[src/rtl/spi_slave_ctrl.sv]
// SPI slave front end for a small memory: frames command/address/data words from MOSI
// and returns read data on MISO. Optional read-order checking: define SPI_RD_SEQ_CHECK_EN.
module spi_slave_ctrl #(
  parameter int ADDR_SIZE = 8,
  parameter int WORD_SIZE = 10
) (
  input  logic                 clk,
  input  logic                 rst_n,
  input  logic                 SS_n,
  input  logic                 MOSI,
  output logic                 MISO,
  output logic [WORD_SIZE-1:0] rx_data,
  output logic                 rx_valid,
  input  logic [ADDR_SIZE-1:0] tx_data,
  input  logic                 tx_valid
);

  localparam int BCW = (WORD_SIZE > 1) ? $clog2(WORD_SIZE) : 1;
  localparam int TCW = (ADDR_SIZE > 1) ? $clog2(ADDR_SIZE) : 1;

  localparam logic [2:0] IDLE      = 3'd0;
  localparam logic [2:0] CHK_CMD   = 3'd1;
  localparam logic [2:0] WRITE     = 3'd2;
  localparam logic [2:0] READ_ADD  = 3'd3;
  localparam logic [2:0] READ_DATA = 3'd4;
  localparam logic [2:0] WAIT_TX   = 3'd5;

  logic [2:0]           state_q, state_d;
  logic [BCW-1:0]       bit_cnt_q, bit_cnt_d;
  logic [WORD_SIZE-2:0] shift_q, shift_d;
  logic [WORD_SIZE-1:0] rx_data_q, rx_data_d;
  logic                 rx_valid_q, rx_valid_d;
  logic                 rd_addr_seen_q, rd_addr_seen_d;
  logic [ADDR_SIZE-1:0] tx_shift_q, tx_shift_d;
  logic [TCW-1:0]       tx_cnt_q, tx_cnt_d;
  logic                 tx_active_q, tx_active_d;
  logic                 armed_q, armed_d;

  logic [WORD_SIZE-1:0] word_full;
  logic                 last_bit;
  logic                 last_tx_bit;
  logic                 drop_word;

  assign word_full   = {shift_q, MOSI};
  assign last_bit    = (bit_cnt_q == BCW'(WORD_SIZE - 1));
  assign last_tx_bit = (tx_cnt_q == TCW'(ADDR_SIZE - 1));

`ifdef SPI_RD_SEQ_CHECK_EN
  logic [1:0] cmd;
  assign cmd       = word_full[WORD_SIZE-1:WORD_SIZE-2];
  assign drop_word = ((cmd == 2'b11) && !rd_addr_seen_q) ||
                     ((state_q == READ_ADD) && (cmd != 2'b10));
`else
  assign drop_word = 1'b0;
`endif

  // A frame may only start once SS_n has been seen high since reset.
  always_comb begin
    state_d        = state_q;
    bit_cnt_d      = bit_cnt_q;
    shift_d        = shift_q;
    rx_data_d      = rx_data_q;
    rx_valid_d     = 1'b0;
    rd_addr_seen_d = rd_addr_seen_q;
    tx_shift_d     = tx_shift_q;
    tx_cnt_d       = tx_cnt_q;
    tx_active_d    = tx_active_q;
    armed_d        = armed_q | SS_n;

    if ((state_q != IDLE) && SS_n) begin
      state_d     = IDLE;
      bit_cnt_d   = '0;
      shift_d     = '0;
      tx_shift_d  = '0;
      tx_cnt_d    = '0;
      tx_active_d = 1'b0;
      if (tx_active_q) begin
        rd_addr_seen_d = 1'b0;
      end
    end else begin
      case (state_q)
        IDLE: begin
          if (!SS_n && armed_q) begin
            state_d = CHK_CMD;
          end
        end

        CHK_CMD: begin
          bit_cnt_d = '0;
          shift_d   = '0;
          if (!MOSI) begin
            state_d = WRITE;
          end else if (rd_addr_seen_q) begin
            state_d = READ_DATA;
          end else begin
            state_d = READ_ADD;
          end
        end

        WRITE, READ_ADD, READ_DATA: begin
          if (last_bit) begin
            bit_cnt_d = '0;
            shift_d   = '0;
            state_d   = IDLE;
            if (!drop_word) begin
              rx_data_d  = word_full;
              rx_valid_d = 1'b1;
              if (state_q == READ_ADD) begin
                rd_addr_seen_d = 1'b1;
              end
              if (state_q == READ_DATA) begin
                state_d = WAIT_TX;
              end
            end
          end else begin
            bit_cnt_d = bit_cnt_q + BCW'(1);
            shift_d   = word_full[WORD_SIZE-2:0];
          end
        end

        // MISO carries the latched byte for ADDR_SIZE cycles after tx_valid.
        WAIT_TX: begin
          if (!tx_active_q) begin
            if (tx_valid) begin
              tx_shift_d  = tx_data;
              tx_cnt_d    = '0;
              tx_active_d = 1'b1;
            end
          end else if (last_tx_bit) begin
            tx_shift_d     = '0;
            tx_cnt_d       = '0;
            tx_active_d    = 1'b0;
            rd_addr_seen_d = 1'b0;
            state_d        = IDLE;
          end else begin
            tx_shift_d = tx_shift_q << 1;
            tx_cnt_d   = tx_cnt_q + TCW'(1);
          end
        end

        default: begin
          state_d = IDLE;
        end
      endcase
    end
  end

  always_ff @(posedge clk or negedge rst_n) begin
    if (!rst_n) begin
      state_q        <= IDLE;
      bit_cnt_q      <= '0;
      shift_q        <= '0;
      rx_data_q      <= '0;
      rx_valid_q     <= 1'b0;
      rd_addr_seen_q <= 1'b0;
      tx_shift_q     <= '0;
      tx_cnt_q       <= '0;
      tx_active_q    <= 1'b0;
      armed_q        <= 1'b0;
    end else begin
      state_q        <= state_d;
      bit_cnt_q      <= bit_cnt_d;
      shift_q        <= shift_d;
      rx_data_q      <= rx_data_d;
      rx_valid_q     <= rx_valid_d;
      rd_addr_seen_q <= rd_addr_seen_d;
      tx_shift_q     <= tx_shift_d;
      tx_cnt_q       <= tx_cnt_d;
      tx_active_q    <= tx_active_d;
      armed_q        <= armed_d;
    end
  end

  assign MISO     = tx_active_q & tx_shift_q[ADDR_SIZE-1];
  assign rx_data  = rx_data_q;
  assign rx_valid = rx_valid_q;

endmodule
[config.mk]
export PLATFORM = sky130hd
export DESIGN_NAME = spi_slave_ctrl
export DESIGN_NICKNAME = d
export VERILOG_FILES = /design/src/rtl/spi_slave_ctrl.sv
export SDC_FILE = /design/constraint.sdc
export NUM_CORES = 1
export LEC_CHECK = 0
export CORE_MARGIN = 1
export CORE_UTILIZATION = 41
export DETAILED_ROUTE_END_ITERATION = 6
export GPL_TIMING_DRIVEN = 0
export RECOVER_POWER = 100
export SYNTH_ARGS = -nofsm -noshare
export SYNTH_HDL_FRONTEND = slang
export SYNTH_SLANG_ARGS = --single-unit
[constraint.sdc]
create_clock -name clk -period 1.63 [get_ports clk]
set_input_delay 0.4075 -clock clk [delete_from_list [all_inputs] [get_ports clk]]
set_output_delay 0.4075 -clock clk [all_outputs]
set_load 0.1 [all_outputs]
* After elaboration in Yosys (flattened, before gate mapping)
Index checks and enable logic that the tools add are counted.
** Storage, ports and cells
- Register bits :: 41
- Word-level logic and storage cells :: 83
** Cells by class
- Add/sub/neg operators :: 2
- Equal/unequal tests :: 14
- Mux-type cells :: 40
- Bitwise gates (word level) :: 3
- Reduce and logical (&&, ||, !) cells :: 14
** Operators by type and width (count)
- 8-bit 2-to-1 mux :: 5
- 3-bit 2-to-1 mux :: 13
- 9-bit 2-to-1 mux :: 2
- 9-bit case mux with 2 select lines :: 1
- 3-bit != test, second input constant :: 5
- 1-bit 2-to-1 mux :: 14
- 3-bit case mux with 4 select lines :: 1
- 3-bit nonzero test :: 4
- 3-bit == test, second input constant :: 3
- 4-bit 2-to-1 mux :: 2
- 4-bit case mux with 2 select lines :: 1
- 3-bit by 2-bit == test with 1-bit output, second input constant :: 2
- 6-bit AND reduction :: 1
- 4-bit by 1-bit adder with 4-bit output, second input constant :: 1
- 4-bit == test, second input constant :: 1
- 2-bit != test, second input constant :: 2
- 4-bit AND reduction :: 1
- 3-bit by 1-bit adder with 3-bit output, second input constant :: 1
- 3-bit by 1-bit == test with 1-bit output, second input constant :: 1
- 3-bit logical NOT :: 1
- 3-bit AND reduction :: 1
- 3-bit OR reduction :: 1
- 1-bit logical AND :: 2
- 1-bit case mux with 2 select lines :: 1
- other kinds (6) :: 6

* Longest topological paths before layout
- Depth after elaboration :: 5
- Depth in mapped cells :: 7
- Mapped depth without buffers :: 6

* Least setup slack after synthesis
No wires, ideal clock.
- Path kind :: flip-flop to output port
- From :: reg tx_active_q
- To :: out MISO
- Arrival :: 1611 ps
- Data required time :: 1222 ps
- Path slack :: -388 ps
- Cell stages (with the launch flop) :: 4
- Cells stage by stage :: dfrtp_1 clkbuf_1 clkbuf_1 and2_1
** Between the ends
- Word-level cells in the longest chain between the ends :: 1
** RTL lines
- from (decl) :: line 36 : logic tx_active_q, tx_active_d;
- from (signal assigned) :: line 169 : tx_active_q <= tx_active_d;
- 1-bit bitwise AND :: line 174 : assign MISO = tx_active_q & tx_shift_q[ADDR_SIZE-1];
- to (decl) :: line 11 : output logic MISO,
No other way between the ends.

* Worst setup path after layout
- From :: reg tx_cnt_q[1]
- To :: reg state_q[0]
** Between the ends
- Word-level cells in the longest chain between the ends :: 3
** RTL lines
- from (decl) :: line 35 : logic [TCW-1:0] tx_cnt_q, tx_cnt_d;
- from (signal assigned) :: line 168 : tx_cnt_q <= tx_cnt_d;
- 3-bit == test :: line 46 : assign last_tx_bit = (tx_cnt_q == TCW'(ADDR_SIZE - 1));
- 3-bit != test (no source line)
- 4-bit AND reduction (no source line)
- to (signal assigned) :: line 161 : state_q <= state_d;
- to (decl) :: line 28 : logic [2:0] state_q, state_d;
No other way between the ends.
A chain may end at the register's enable or synchronous reset.

==> results.toml <==
[outcome]
status = "finished with violations"
violations = "DRC, setup timing"

[timing]
hold_viol = 0
finalSetupViolations = 13
maxSlewViolCount = 0
fin_crit_ns = 1.72
slew_headroom = 0.319
rsz0062_at_grt = "yes"
min_period_over_period = 1.06
fmax_mhz = 580
worst_pin_slew_ns = 1.02
finClkSkew_ns = 0.00537
worst_slack_ns = -0.0942

[yosys]
ys_types = 43
synthArstFlopShare = 1.00
synth_fp_nets = 183
postSynthAreaPerCell_um2 = 11.7
syn_inst = 166
yosys_most_used_dff = "dfrtp_1"
yosys-top-cells-area = "dfrtp_1, mux2_4, a22o_1"
synth_top_area_frac = 0.526
yosysTopAreaCell = "dfrtp_1"
seq_area_frac_synth = 0.526
synth_seq_cells = 41
synth_area_um2 = 1950
ys_warn_count = 0
synth_edf_count = 0

[drt]
drt_first_pass_iters = 7
drt-initial-drc-count = 151
drcViolationCount = 2
via_per_inst = 5.53
via_count = 1448
routed_wirelength_mm = 4.33
wl_per_cell_um = 16.5
ant_nets = 0

[floorplan]
num_rows = 24
die_area_um2 = 5030
die_x_um = 71.0
die_h_um = 71.0
io_pins = 25
initial_core_util = 0.436
core_um2 = 4470

[setup_path]
cp-start-kind = "flop"
required_ns = 1.81
worst_setup_path_end_kind = "flop"
arrival_ns = 1.91
crit_fanout = 4
crit_type = "flop to flop"

[clock_tree]
cts.sinks = 41
clock_latency_ns = 0.29
cts_buffer_depth = 2
cts_root_buffer = "clkbuf_8"
htreeDepth = 2
cts_made_buffers = 5
ctsHoldBuffers = 0
cts_tree = "yes"
clk_pin_slew_ns = 0.08

[final_layout]
finalNetCount = 227
antenna_cells = 0
drive_above_1_share = 0.386
fin_util = 0.584
fill_cells = 391
areaGrowthSynthToFinish_pct = 34.1

[hold_path]
hp-class = "input port to asynchronous set/reset pin"

[global_route]
antenna_found_initial = 0
grt_pass1_vias = 1426
grt_use_total = 0.179
grt_pass1_wl_mm = 6.93
grt_max_degree = 42
grt-ovfl-total = 0

[job]
max_cap_viol_count = 0

[power_and_ir_drop]
powerDensity_nw_per_um2 = 1040
peakVddDrop_mv = 0.520
p_leak_nw = 1.25

[place]
gp_congestion = 0.839
hpwl_mm = 2.73
place_ws_ns = -1.16
port_buffers = 23
[cells by family (layout without fill, tap and decap cells)]
kind of cell,count (synthesis),after routing,synth area share
adders and majority gates,4,4,0.0257
and+or+nand+nor,40,40,0.131
DFF,41,41,0.526
buffers and inverters,21,65,0.0507
AOI/OAI and AO/OA,48,48,0.180
muxes,12,12,0.0866
[cell usage in the layout (no fill, tap or decap), drive strengths merged, types with 8 or more instances in the layout]
| cell | n |
|---|---|
| a22o | 12 |
| nand2 | 10 |
| o21ai | 8 |
| dfrtp | 41 |
| a21oi | 11 |
| inv | 10 |
| buf | 31 |
| clkdlybuf4s50 | 10 |
| nor2b | 8 |
| mux2 | 12 |
[synth_stat cells (2+ instances only)]
cell,number
a21oi_1,10
a22o_1,12
a32o_1,3
buf_2,4
buf_6,2
clkbuf_1,5
dfrtp_1,41
ha_1,4
inv_1,9
mux2_1,2
mux2_4,9
nand2_1,8
nand2_4,2
nand3_1,2
nor2_1,3
nor2b_1,8
nor3b_1,4
o21ai_0,4
o21ai_1,4
o2bb2ai_1,6
or3_1,2
[flip-flops by register name, summed over array words and instances (netlist names)]
signal	count
state_q	3
shift_q	9
tx_shift_q	8
tx_cnt_q	3
rx_data	10
rx_valid	1
tx_active_q	1
bit_cnt_q	4
armed_q	1
rd_addr_seen_q	1
[final cells by class]
type	instances	area [um2]	share of cell area
clock buffer	5	68.8	0.0263
multi-input combinational	104	922	0.353
inverter	10	37.5	0.0144
buffer	9	103	0.0392
sequential	41	1030	0.393
timing repair buffer	39	355	0.136
tap	52	65.1	0.0249
clock inverter	2	35.0	0.0134
[routing by layer]
| layer | vias to the layer above | track usage | share of wire |
|---|---|---|---|
| met2 | 35 | 0.293 | 0.50 |
| li1 | 689 | - | - |
| met1 | 718 | 0.237 | 0.45 |
| met3 | 6 | 0.0427 | 0.032 |
| met5 | - | 0 | 0 |
| met4 | 0 | 0.0533 | 0.013 |
[critical path, cell delays in order (launching register included)]
cell and delay, ns:
dfrtp_1 0.39, ha_2 0.20, ha_4 0.18, a2111oi_4 0.36, or3_4 0.20, mux2_4 0.29
[power by group]
group / internal (mW) / switching, mW / total (mW)
Combinational: 0.361 / 0.423 / 0.784
Sequential: 1.08 / 0.0571 / 1.14
Clock: 0.445 / 0.343 / 0.788
[path summary, 6_finish.rpt]
| kind | startpoint | to | slack (ns) | cells past startpoint |
|---|---|---|---|---|
| max | tx_cnt_q[1] | state_q[0] | -0.09 | 5 |
| min | rst_n | tx_shift_q[3] | 0.28 | 1 |
| max reg2reg | tx_cnt_q[1] | state_q[0] | -0.09 | 5 |
| min reg2reg | armed_q | armed_q | 0.48 | 1 |
| max in group asynchronous | rst_n | tx_active_q | 0.65 | 1 |
| min in group clk | SS_n | armed_q | 0.36 | 2 |
[timing repair]
| action | CTS | global route |
|---|---|---|
| setup buffers | 4 | 10 |
| endpoints found under the setup margin | 46 | 43 |
| pin swaps | 2 | 7 |
| resized for setup | 61 | 42 |
| cloned | 1 | 1 |
[per-stage QoR]
stage	area (um2)	hold WS (ns)	power (mW)	cells	setup TNS (ns)
floorplan	1960	0.112	1.58	166	-1.21
global placement	2260	0.465	1.72	241	-43.77
detailed placement	2250	0.456	1.74	241	-10.51
CTS	2490	0.281	2.59	251	-1.43
global route	2620	0.367	2.85	262	-1.92
finish	2620	0.276	2.71	262	-0.950
Power figures use the tool's default switching activity.
